File: src/rtl/regfile_writeback_if.sv
// Execute/writeback handshake bundle for regfile_writeback.
//   master: execute stage / decode side (drives ops, stall, PC, read addresses)
//   slave : writeback block (returns read data, redirect and squash status)
interface regfile_writeback_if #(
  parameter int unsigned DATA_W = 32,
  parameter int unsigned ADDR_W = 4
);
  logic              wb_valid;
  logic              wb_enable;
  logic [4:0]        wb_opcode;
  logic [ADDR_W-1:0] wb_rd;
  logic [DATA_W-1:0] wb_data;
  logic              stall;
  logic [DATA_W-1:0] pc_in;
  logic [ADDR_W-1:0] rd_addr_a;
  logic [ADDR_W-1:0] rd_addr_b;
  logic [DATA_W-1:0] rd_data_a;
  logic [DATA_W-1:0] rd_data_b;
  logic              branch_taken;
  logic [DATA_W-1:0] branch_target;
  logic              squashing;

  modport master (
    output wb_valid, wb_enable, wb_opcode, wb_rd, wb_data, stall, pc_in, rd_addr_a, rd_addr_b,
    input  rd_data_a, rd_data_b, branch_taken, branch_target, squashing
  );

  modport slave (
    input  wb_valid, wb_enable, wb_opcode, wb_rd, wb_data, stall, pc_in, rd_addr_a, rd_addr_b,
    output rd_data_a, rd_data_b, branch_taken, branch_target, squashing
  );
endinterface

File: src/rtl/regfile_writeback.sv
// Writeback stage and register file.
// Captures the execute-stage op into a WB stage, commits it one cycle later to a
// 2**ADDR_W-entry register file (top index is the PC), turns branches and PC writes
// into a one-cycle redirect pulse and squashes the next FLUSH_DEPTH accepted ops.
// Ports:
//   clk, rst_n : clock, asynchronous active-low reset
//   bus        : slave side of regfile_writeback_if (op in, stall, pc_in,
//                two bypassed read ports, branch_taken/branch_target, squashing)
module regfile_writeback #(
  parameter int unsigned DATA_W      = 32,
  parameter int unsigned ADDR_W      = 4,
  parameter int unsigned FLUSH_DEPTH = 2,
  parameter int unsigned PC_OFFSET   = 8
) (
  input  logic                 clk,
  input  logic                 rst_n,
  regfile_writeback_if.slave   bus
);

  localparam int unsigned NumRegs = 2 ** ADDR_W;
  localparam int unsigned CntW    = $clog2(FLUSH_DEPTH + 1);
  localparam logic [4:0]  OpBranch = 5'b10001;
  localparam logic [ADDR_W-1:0] PcIdx = ADDR_W'(NumRegs - 1);

  logic [DATA_W-1:0] regs_q [NumRegs];
  logic [DATA_W-1:0] regs_d [NumRegs];

  logic              stage_valid_q, stage_valid_d;
  logic              stage_en_q, stage_en_d;
  logic [4:0]        stage_op_q, stage_op_d;
  logic [ADDR_W-1:0] stage_rd_q, stage_rd_d;
  logic [DATA_W-1:0] stage_data_q, stage_data_d;
  logic [CntW-1:0]   flush_cnt_q, flush_cnt_d;
  logic              branch_taken_q, branch_taken_d;
  logic [DATA_W-1:0] branch_target_q, branch_target_d;

  logic stage_redirect;
  logic commit;
  logic bypass_ok;

  // Branch opcode or a write to the PC register both redirect fetch.
  assign stage_redirect = (stage_op_q == OpBranch) || (stage_rd_q == PcIdx);
  assign commit         = !bus.stall && stage_valid_q && stage_en_q;
  assign bypass_ok      = stage_valid_q && stage_en_q && !stage_redirect;

  always_comb begin
    regs_d          = regs_q;
    stage_valid_d   = stage_valid_q;
    stage_en_d      = stage_en_q;
    stage_op_d      = stage_op_q;
    stage_rd_d      = stage_rd_q;
    stage_data_d    = stage_data_q;
    flush_cnt_d     = flush_cnt_q;
    branch_taken_d  = 1'b0;
    branch_target_d = branch_target_q;

    if (commit) begin
      if (stage_redirect) begin
        branch_taken_d  = 1'b1;
        branch_target_d = stage_data_q;
        flush_cnt_d     = CntW'(FLUSH_DEPTH);
      end else begin
        regs_d[stage_rd_q] = stage_data_q;
      end
    end

    // Accept uses the post-commit counter so an op arriving with a redirect is
    // already counted as the first squashed one.
    if (!bus.stall) begin
      if (bus.wb_valid) begin
        if (flush_cnt_d != '0) begin
          stage_valid_d = 1'b0;
          flush_cnt_d   = flush_cnt_d - 1'b1;
        end else begin
          stage_valid_d = 1'b1;
          stage_en_d    = bus.wb_enable;
          stage_op_d    = bus.wb_opcode;
          stage_rd_d    = bus.wb_rd;
          stage_data_d  = bus.wb_data;
        end
      end else begin
        stage_valid_d = 1'b0;
      end
    end
  end

  always_ff @(posedge clk or negedge rst_n) begin
    if (!rst_n) begin
      for (int i = 0; i < NumRegs; i++) regs_q[i] <= '0;
      stage_valid_q   <= 1'b0;
      stage_en_q      <= 1'b0;
      stage_op_q      <= '0;
      stage_rd_q      <= '0;
      stage_data_q    <= '0;
      flush_cnt_q     <= '0;
      branch_taken_q  <= 1'b0;
      branch_target_q <= '0;
    end else begin
      regs_q          <= regs_d;
      stage_valid_q   <= stage_valid_d;
      stage_en_q      <= stage_en_d;
      stage_op_q      <= stage_op_d;
      stage_rd_q      <= stage_rd_d;
      stage_data_q    <= stage_data_d;
      flush_cnt_q     <= flush_cnt_d;
      branch_taken_q  <= branch_taken_d;
      branch_target_q <= branch_target_d;
    end
  end

  function automatic logic [DATA_W-1:0] read_port(input logic [ADDR_W-1:0] addr);
    if (addr == PcIdx) begin
      return bus.pc_in + DATA_W'(PC_OFFSET);
    end else if (bypass_ok && (stage_rd_q == addr)) begin
      return stage_data_q;
    end else begin
      return regs_q[addr];
    end
  endfunction

  always_comb begin
    bus.rd_data_a = read_port(bus.rd_addr_a);
    bus.rd_data_b = read_port(bus.rd_addr_b);
  end

  assign bus.branch_taken  = branch_taken_q;
  assign bus.branch_target = branch_target_q;
  assign bus.squashing     = (flush_cnt_q != '0);

endmodule
File: src/flat_wrapper.sv
// flat-port wrapper written by rule: the top's interface ports become plain ports
module regfile_writeback_flat 
#(
  parameter int unsigned DATA_W      = 32,
  parameter int unsigned ADDR_W      = 4,
  parameter int unsigned FLUSH_DEPTH = 2,
  parameter int unsigned PC_OFFSET   = 8
)
  (clk, rst_n, bus_wb_valid, bus_wb_enable, bus_wb_opcode, bus_wb_rd, bus_wb_data, bus_stall, bus_pc_in, bus_rd_addr_a, bus_rd_addr_b, bus_rd_data_a, bus_rd_data_b, bus_branch_taken, bus_branch_target, bus_squashing);
  regfile_writeback_if #(.DATA_W(DATA_W), .ADDR_W(ADDR_W)) bus_i ();
  input  logic clk;
  input  logic rst_n;
  input wire logic [$bits(bus_i.wb_valid)-1:0] bus_wb_valid;
  input wire logic [$bits(bus_i.wb_enable)-1:0] bus_wb_enable;
  input wire logic [$bits(bus_i.wb_opcode)-1:0] bus_wb_opcode;
  input wire logic [$bits(bus_i.wb_rd)-1:0] bus_wb_rd;
  input wire logic [$bits(bus_i.wb_data)-1:0] bus_wb_data;
  input wire logic [$bits(bus_i.stall)-1:0] bus_stall;
  input wire logic [$bits(bus_i.pc_in)-1:0] bus_pc_in;
  input wire logic [$bits(bus_i.rd_addr_a)-1:0] bus_rd_addr_a;
  input wire logic [$bits(bus_i.rd_addr_b)-1:0] bus_rd_addr_b;
  output wire logic [$bits(bus_i.rd_data_a)-1:0] bus_rd_data_a;
  output wire logic [$bits(bus_i.rd_data_b)-1:0] bus_rd_data_b;
  output wire logic [$bits(bus_i.branch_taken)-1:0] bus_branch_taken;
  output wire logic [$bits(bus_i.branch_target)-1:0] bus_branch_target;
  output wire logic [$bits(bus_i.squashing)-1:0] bus_squashing;
  assign bus_i.wb_valid = bus_wb_valid;
  assign bus_i.wb_enable = bus_wb_enable;
  assign bus_i.wb_opcode = bus_wb_opcode;
  assign bus_i.wb_rd = bus_wb_rd;
  assign bus_i.wb_data = bus_wb_data;
  assign bus_i.stall = bus_stall;
  assign bus_i.pc_in = bus_pc_in;
  assign bus_i.rd_addr_a = bus_rd_addr_a;
  assign bus_i.rd_addr_b = bus_rd_addr_b;
  assign bus_rd_data_a = bus_i.rd_data_a;
  assign bus_rd_data_b = bus_i.rd_data_b;
  assign bus_branch_taken = bus_i.branch_taken;
  assign bus_branch_target = bus_i.branch_target;
  assign bus_squashing = bus_i.squashing;
  regfile_writeback #(.DATA_W(DATA_W), .ADDR_W(ADDR_W), .FLUSH_DEPTH(FLUSH_DEPTH), .PC_OFFSET(PC_OFFSET)) u_core (.clk(clk), .rst_n(rst_n), .bus(bus_i));
endmodule
File: config.mk
export PLATFORM = sky130hd
export DESIGN_NAME = regfile_writeback_flat
export DESIGN_NICKNAME = d
export VERILOG_FILES = /design/src/rtl/regfile_writeback_if.sv /design/src/rtl/regfile_writeback.sv /design/src/flat_wrapper.sv
export SDC_FILE = /design/constraint.sdc
export NUM_CORES = 1
export LEC_CHECK = 0
export BUFFER_PORTS_ARGS = -buffer_cell sky130_fd_sc_hd__buf_2
export CAP_MARGIN = 40
export CORE_MARGIN = 5
export CORE_UTILIZATION = 54
export DETAILED_ROUTE_END_ITERATION = 16
export PLACE_DENSITY = 0.72
export RECOVER_POWER = 25
export SLEW_MARGIN = 20
export SYNTH_ARGS = -nofsm -noshare
export SYNTH_HDL_FRONTEND = slang
export SYNTH_SLANG_ARGS = --single-unit
File: constraint.sdc
create_clock -name clk -period 5.2 [get_ports clk]
set_input_delay 0.78 -clock clk [delete_from_list [all_inputs] [get_ports clk]]
set_output_delay 0.78 -clock clk [all_outputs]
set_load 0.02 [all_outputs]
* Yosys cells after proc, flatten, opt, wreduce, memory -nomap -nowiden
Index checks and enable logic that the tools add are counted.
W data, S select, Z words.
** Storage, ports and cells
- Flip-flop bits (word level) :: 590
- Bits in latches :: 0
- RAM bits :: 0
- Memory bits (read-only) :: 0
- Input port bits :: 86
- Output and inout port bits :: 98
- Word-level logic and storage cells :: 79
- Memories :: 0
** Cells by class
- Add/subtract/negate cells :: 2
- Multiply operators :: 0
- Divide/modulo/power cells :: 0
- Order comparisons :: 4
- Eq/ne operators :: 6
- Shift-type cells :: 0
- Mux-type cells :: 22
- Bitwise gates (word level) :: 6
- Reductions and logical operators :: 15
** Operators with widths (number)
- $bwmux W512 :: 1
- $mux W32 :: 9
- $bmux W32 S4 :: 2
- $demux W32 S4 :: 1
- $add A32 B4 Y32 const B :: 1
- $ge A5 B5 Y1 const B :: 3
- $not A4 Y5 :: 3
- $eq A4 B4 Y1 const B :: 3
- $mux W2 :: 5
- $eq A4 B4 Y1 :: 2
- $logic_and A1 B1 Y1 :: 7
- $eq A5 B5 Y1 const B :: 1
- $lt A5 B1 Y1 const B :: 1
- $mux W1 :: 4
- $reduce_and A2 Y1 :: 2
- $reduce_bool A2 Y1 :: 2
- $not A1 Y1 :: 3
- $reduce_and A3 Y1 :: 1
- $logic_not A1 Y1 :: 2
- $sub A2 B1 Y2 const B :: 1
- $logic_or A1 B1 Y1 :: 1

* Longest topological paths before layout
- Word-level depth :: 8
- Gate-level depth with buffers :: 9
- Gate-level depth less buffers :: 6

* Worst setup path before layout
OpenSTA, ideal clock, no wires.
- Kind :: input-to-output
- From :: input port bus_rd_addr_a[0]
- To :: output port bus_rd_data_a[19]
- Arrival :: 2.647 ns
- Required time :: 4.420 ns
- Setup slack :: 1.773 ns
- Stages on the path :: 8
- Path through :: buf_2 > buf_2 > xor2_1 > nor4_1 > a21oi_1 > clkbuf_1 > o311a_1 > a211oi_1
** On the way
- Word-level cells in the longest chain between the ends :: 6
- Elaborated cells on any way between the ends :: 9
** Ends and longest elaborated chain
- start: declaration :: RTL line flat_wrapper.sv:20 : input wire logic [$bits(bus_i.rd_addr_a)-1:0] bus_rd_addr_a;
- $not A4 Y5 (implied by the code) :: RTL line regfile_writeback.sv:117 : return regs_q[addr];
- $bmux W32 S4 :: RTL line regfile_writeback.sv:117
- $mux W32 (implied by the code) (2 in a row) :: RTL line regfile_writeback.sv:117
- $mux W32 :: RTL line regfile_writeback.sv:114 : end else if (bypass_ok && (stage_rd_q == addr)) begin
- $mux W32 (*) :: RTL line regfile_writeback.sv:112 : if (addr == PcIdx) begin
- end: declaration :: RTL line flat_wrapper.sv:22 : output wire logic [$bits(bus_i.rd_data_a)-1:0] bus_rd_data_a;
Every way passes the cells marked *; elsewhere a longest branch is shown, timed or not. The select of a mux whose other input is x is not followed.

* Worst setup path after layout
- From :: register u_core.stage_rd_q[2]
- To :: output port bus_rd_data_b[30]
** On the way
- Word-level cells in the longest chain between the ends :: 7
- Elaborated cells on any way between the ends :: 8
** Ends and longest elaborated chain
- start: declaration :: RTL line regfile_writeback.sv:31 : logic [ADDR_W-1:0] stage_rd_q, stage_rd_d;
- start signal: assignment :: RTL line regfile_writeback.sv:103 : stage_rd_q <= stage_rd_d;
- $eq A4 B4 Y1 :: RTL line regfile_writeback.sv:42 : assign stage_redirect = (stage_op_q == OpBranch) || (stage_rd_q == PcIdx);
- $logic_or A1 B1 Y1 :: RTL line regfile_writeback.sv:42
- $logic_not A1 Y1 :: RTL line regfile_writeback.sv:44 : assign bypass_ok = stage_valid_q && stage_en_q && !stage_redirect;
- $logic_and A1 B1 Y1 :: RTL line regfile_writeback.sv:44
- $logic_and A1 B1 Y1 (*) :: RTL line regfile_writeback.sv:114
- $mux W32 (*) :: RTL line regfile_writeback.sv:114
- $mux W32 (*) :: RTL line regfile_writeback.sv:112
- end: declaration :: RTL line flat_wrapper.sv:23 : output wire logic [$bits(bus_i.rd_data_b)-1:0] bus_rd_data_b;
Every way passes the cells marked *; elsewhere a longest branch is shown, timed or not.

==> flow_summary.yaml <==
sta:
  fmax_mhz: 219
  relSlewSlack_pct: -108
  final.setup.tns_ns: 0
  finalClockSkew_ns: 0.0268
  rsz0062_at_grt: "false"
  worst_pin_slew_ns: 3.11
  period_share_pct: 87.9
  report.final.slew_viol_count: 112
  whs_ns: 0.389
  finalHoldViolations: 0
  final.min_clock_period_ns: 4.57
  setup_viol: 0
logic_synthesis:
  avgSynthCellArea_sq_um: 13.5
  yosysSeqAreaShare_pct: 46.3
  synth_top_cell_by_area: "dfrtp_1"
  synthCells: 2368
  ys_top_cells_by_area: "dfrtp_1 46%, mux2_2 21%, mux4_2 14%, mux2_1 3.4%, nand2_1 2.0%"
  yosysTopAreaCellShare_pct: 46.3
  synth-edff-count: 0
  yosysMostFrequentCell: "dfrtp_1"
  yosys-top-cells-count: "590 x dfrtp_1, 587 x mux2_2, 202 x mux4_2, 166 x nand2_1, 122 x clkbuf_1"
  netlist_area_sq_mm: 0.0319
  async_reset_ff_share_pct: 100
  yosys_warnings: 0
  yosysUniqueCellTypes: 53
  synth_seq_cells: 590
  syn_nets: 2455
  ys.flop_type: "dfrtp_1"
clock_network:
  postCtsHoldBufs: 0
  cts_setup_buffers: 0
  cts_tree: "built"
  numCtsBuffers: 67
  clockBufferDepth: 3
  cts.repair.resized: 0
  cts.clk_slew.worst_paths_ns: 0.06
  clock-sinks: 590
  cts_root_buf: "clkbuf_16"
  clk_latency_ns: 0.60
  cts_max_level: 3
critical_path:
  ff2ff_path_depth: 6
  path_cells: "xor2_1 -> nor4_1 -> nand2_2 -> buf_4 -> o221a_2 -> buf_2"
  required_ns: 4.42
  critPathArrivalTime_ns: 3.79
  cp-start-kind: "register"
  critPathBufInv: 2
  crit_slowest_cell: "dfrtp_1"
  worstSetupPathType: "register to output port"
  cpLargestDelayFamily: "simple AND/OR/NAND/NOR gates"
  max_stage_delay_ns: 0.78
  path_max_fanout: 19
  ff2ff_setup_slack_ns: 2.08
  end_kind: "output port"
  critical_path_depth: 6
final_layout:
  multi_input_area_sq_mm: 0.0159
  fillers: 4557
  drive_gt1_share_pct: 48.7
  seqCellArea_sq_mm: 0.0148
  area_delta_synth_final_pct: 11.0
  layout.nets: 2500
pwr:
  ir_drop_mv: 0.357
  p_total_mw: 16.7
  p_int_mw: 11.5
  switching_share_pct: 31.0
  p_clk_share_pct: 28.2
  p_leak_nw: 16.3
  power.switching_mw: 5.17
  p_seq_share_pct: 44.8
  combPwrFrac_pct: 27.1
  cellPowerDensity_mw_per_mm2: 471
global_routing:
  grt_max_degree: 124
  grt_pass1_vias: 22700
  antenna_found_initial: 2
  grt_pass1_wl_um: 143000
  track_usage_pct: 29.2
  overflow: 0
outcome:
  status: "complete, but fails checks"
  violations: "max-capacitance violations, max-slew violations"
route:
  vias: 21700
  viasPerCell: 6.72
  firstDrtPassIters: 7
  drt_iter0_drc: 1989
  drc_errors: 0
  wl_um: 93900
  wl_per_cell_um: 29.0
  drtAntennaViolNets: 0
min_path:
  holdPathStages: 2
  hp-class: "primary input to register"
floorplanning:
  core_area_sq_mm: 0.0588
  die_w_um: 253
  die_h_um: 253
  fp-row-count: 89
  die_area_sq_mm: 0.0640
  start_util_pct: 54.3
  ios: 184
place:
  routabilityCongestion: 0.874
  dp_hpwl_um: 58500
  port_buffers: 183
run:
  cap_violations: 1
==> kinds of logic (layout without fill, tap and decap cells) <==
logic type               Yosys count  count (layout)  synth area share [%]
other                              0               2                     0
buffers and inverters            283             374                  4.11
adder cells (fa/ha/maj)            1               1                0.0392
multiplexers                     886             886                  38.4
AND/OR/NAND/NOR                  349             349                  5.22
flip-flops                       590             590                  46.3
XOR/XNOR                          35              35                 0.961
AO/OA/AOI/OAI                    224             224                  4.97
==> power groups by stage <==
stage | sequential [mW] | combinational (mW) | clock [mW]
floorplan | 6.93 | 3.58 | 0
global placement | 7.29 | 4.37 | 0
detailed placement | 7.48 | 4.50 | 0
CTS | 7.41 | 4.53 | 4.76
global route | 7.64 | 4.84 | 4.96
finish | 7.46 | 4.51 | 4.69
==> cell type report <==
type	instances	area share, %
Antenna cell	2	0.0141
Clock buffer	99	5.62
Clock inverter	16	0.477
Inverter	5	0.0530
Multi-Input combinational cell	1495	44.9
Sequential cell	590	41.7
Tap cell	773	2.73
Timing Repair Buffer	254	4.47
==> per-stage QoR <==
step	area (sq um)	util, %	setup WS, ns	instances
floorplan	31900	-	1.77	2368
global placement	33200	56.5	0.851	3114
detailed placement	33300	56.6	0.859	3116
CTS	35400	60.2	0.679	3231
global route	35400	60.2	0.322	3233
finish	35400	60.2	0.632	3234
==> cell usage in the layout (no fill, tap or decap), types with 9 or more instances in the layout <==
cell,count
nand2_1,164
a22oi_1,10
nor2b_1,9
nor3_1,9
buf_12,9
mux2_1,97
xor2_1,21
dfrtp_1,590
o311ai_0,22
buf_4,63
a31oi_1,31
clkbuf_1,16
mux4_2,202
clkbuf_8,15
clkinv_2,11
buf_2,178
xnor2_1,14
nand3_1,23
nand4_1,14
mux2_2,587
o221a_2,23
o21ai_0,32
clkbuf_16,70
o22ai_1,80
a211oi_1,9
nor2_1,72
==> sequential cells by signal, summed over array words and instances, names as in the netlist <==
signal / cells
u_core.bus.branch_target: 32
u_core.flush_cnt_q: 2
u_core.stage_data_q: 32
u_core.bus.branch_taken: 1
u_core.stage_en_q: 1
u_core.stage_op_q: 5
u_core.stage_valid_q: 1
u_core.stage_rd_q: 4
u_core.regs_q: 512
==> worst reg2reg max path, stage by stage (launching register included) <==
cell,delay (ns)
dfrtp_1,0.38
nor4b_4,0.15
a211o_4,0.41
or3b_4,0.47
nor2_4,0.71
buf_4,0.50
mux2_2,0.39
==> routing by layer <==
layer | vias up | GRT usage, % | share of wire (%)
met5 | - | 0 | 0
met4 | 0 | 9.73 | 3.4
met3 | 217 | 8.72 | 10
met2 | 1065 | 45.4 | 47
met1 | 11500 | 40.0 | 40
li1 | 8975 | - | -
==> worst paths after layout <==
check | start | endpoint
max in group asynchronous | rst_n | u_core.regs_q[328]$_DFFE_PN0P_
min in group asynchronous | rst_n | u_core.regs_q[239]$_DFFE_PN0P_
setup reg to reg | u_core.stage_op_q[0]$_DFFE_PN0P_ | u_core.regs_q[86]$_DFFE_PN0P_
hold reg to reg | u_core.regs_q[15]$_DFFE_PN0P_ | u_core.regs_q[15]$_DFFE_PN0P_
hold / removal | bus_wb_data[21] | u_core.stage_data_q[21]$_DFFE_PN0P_
setup / recovery | u_core.stage_rd_q[2]$_DFFE_PN0P_ | bus_rd_data_b[30]
Power figures use the tool's default switching activity.
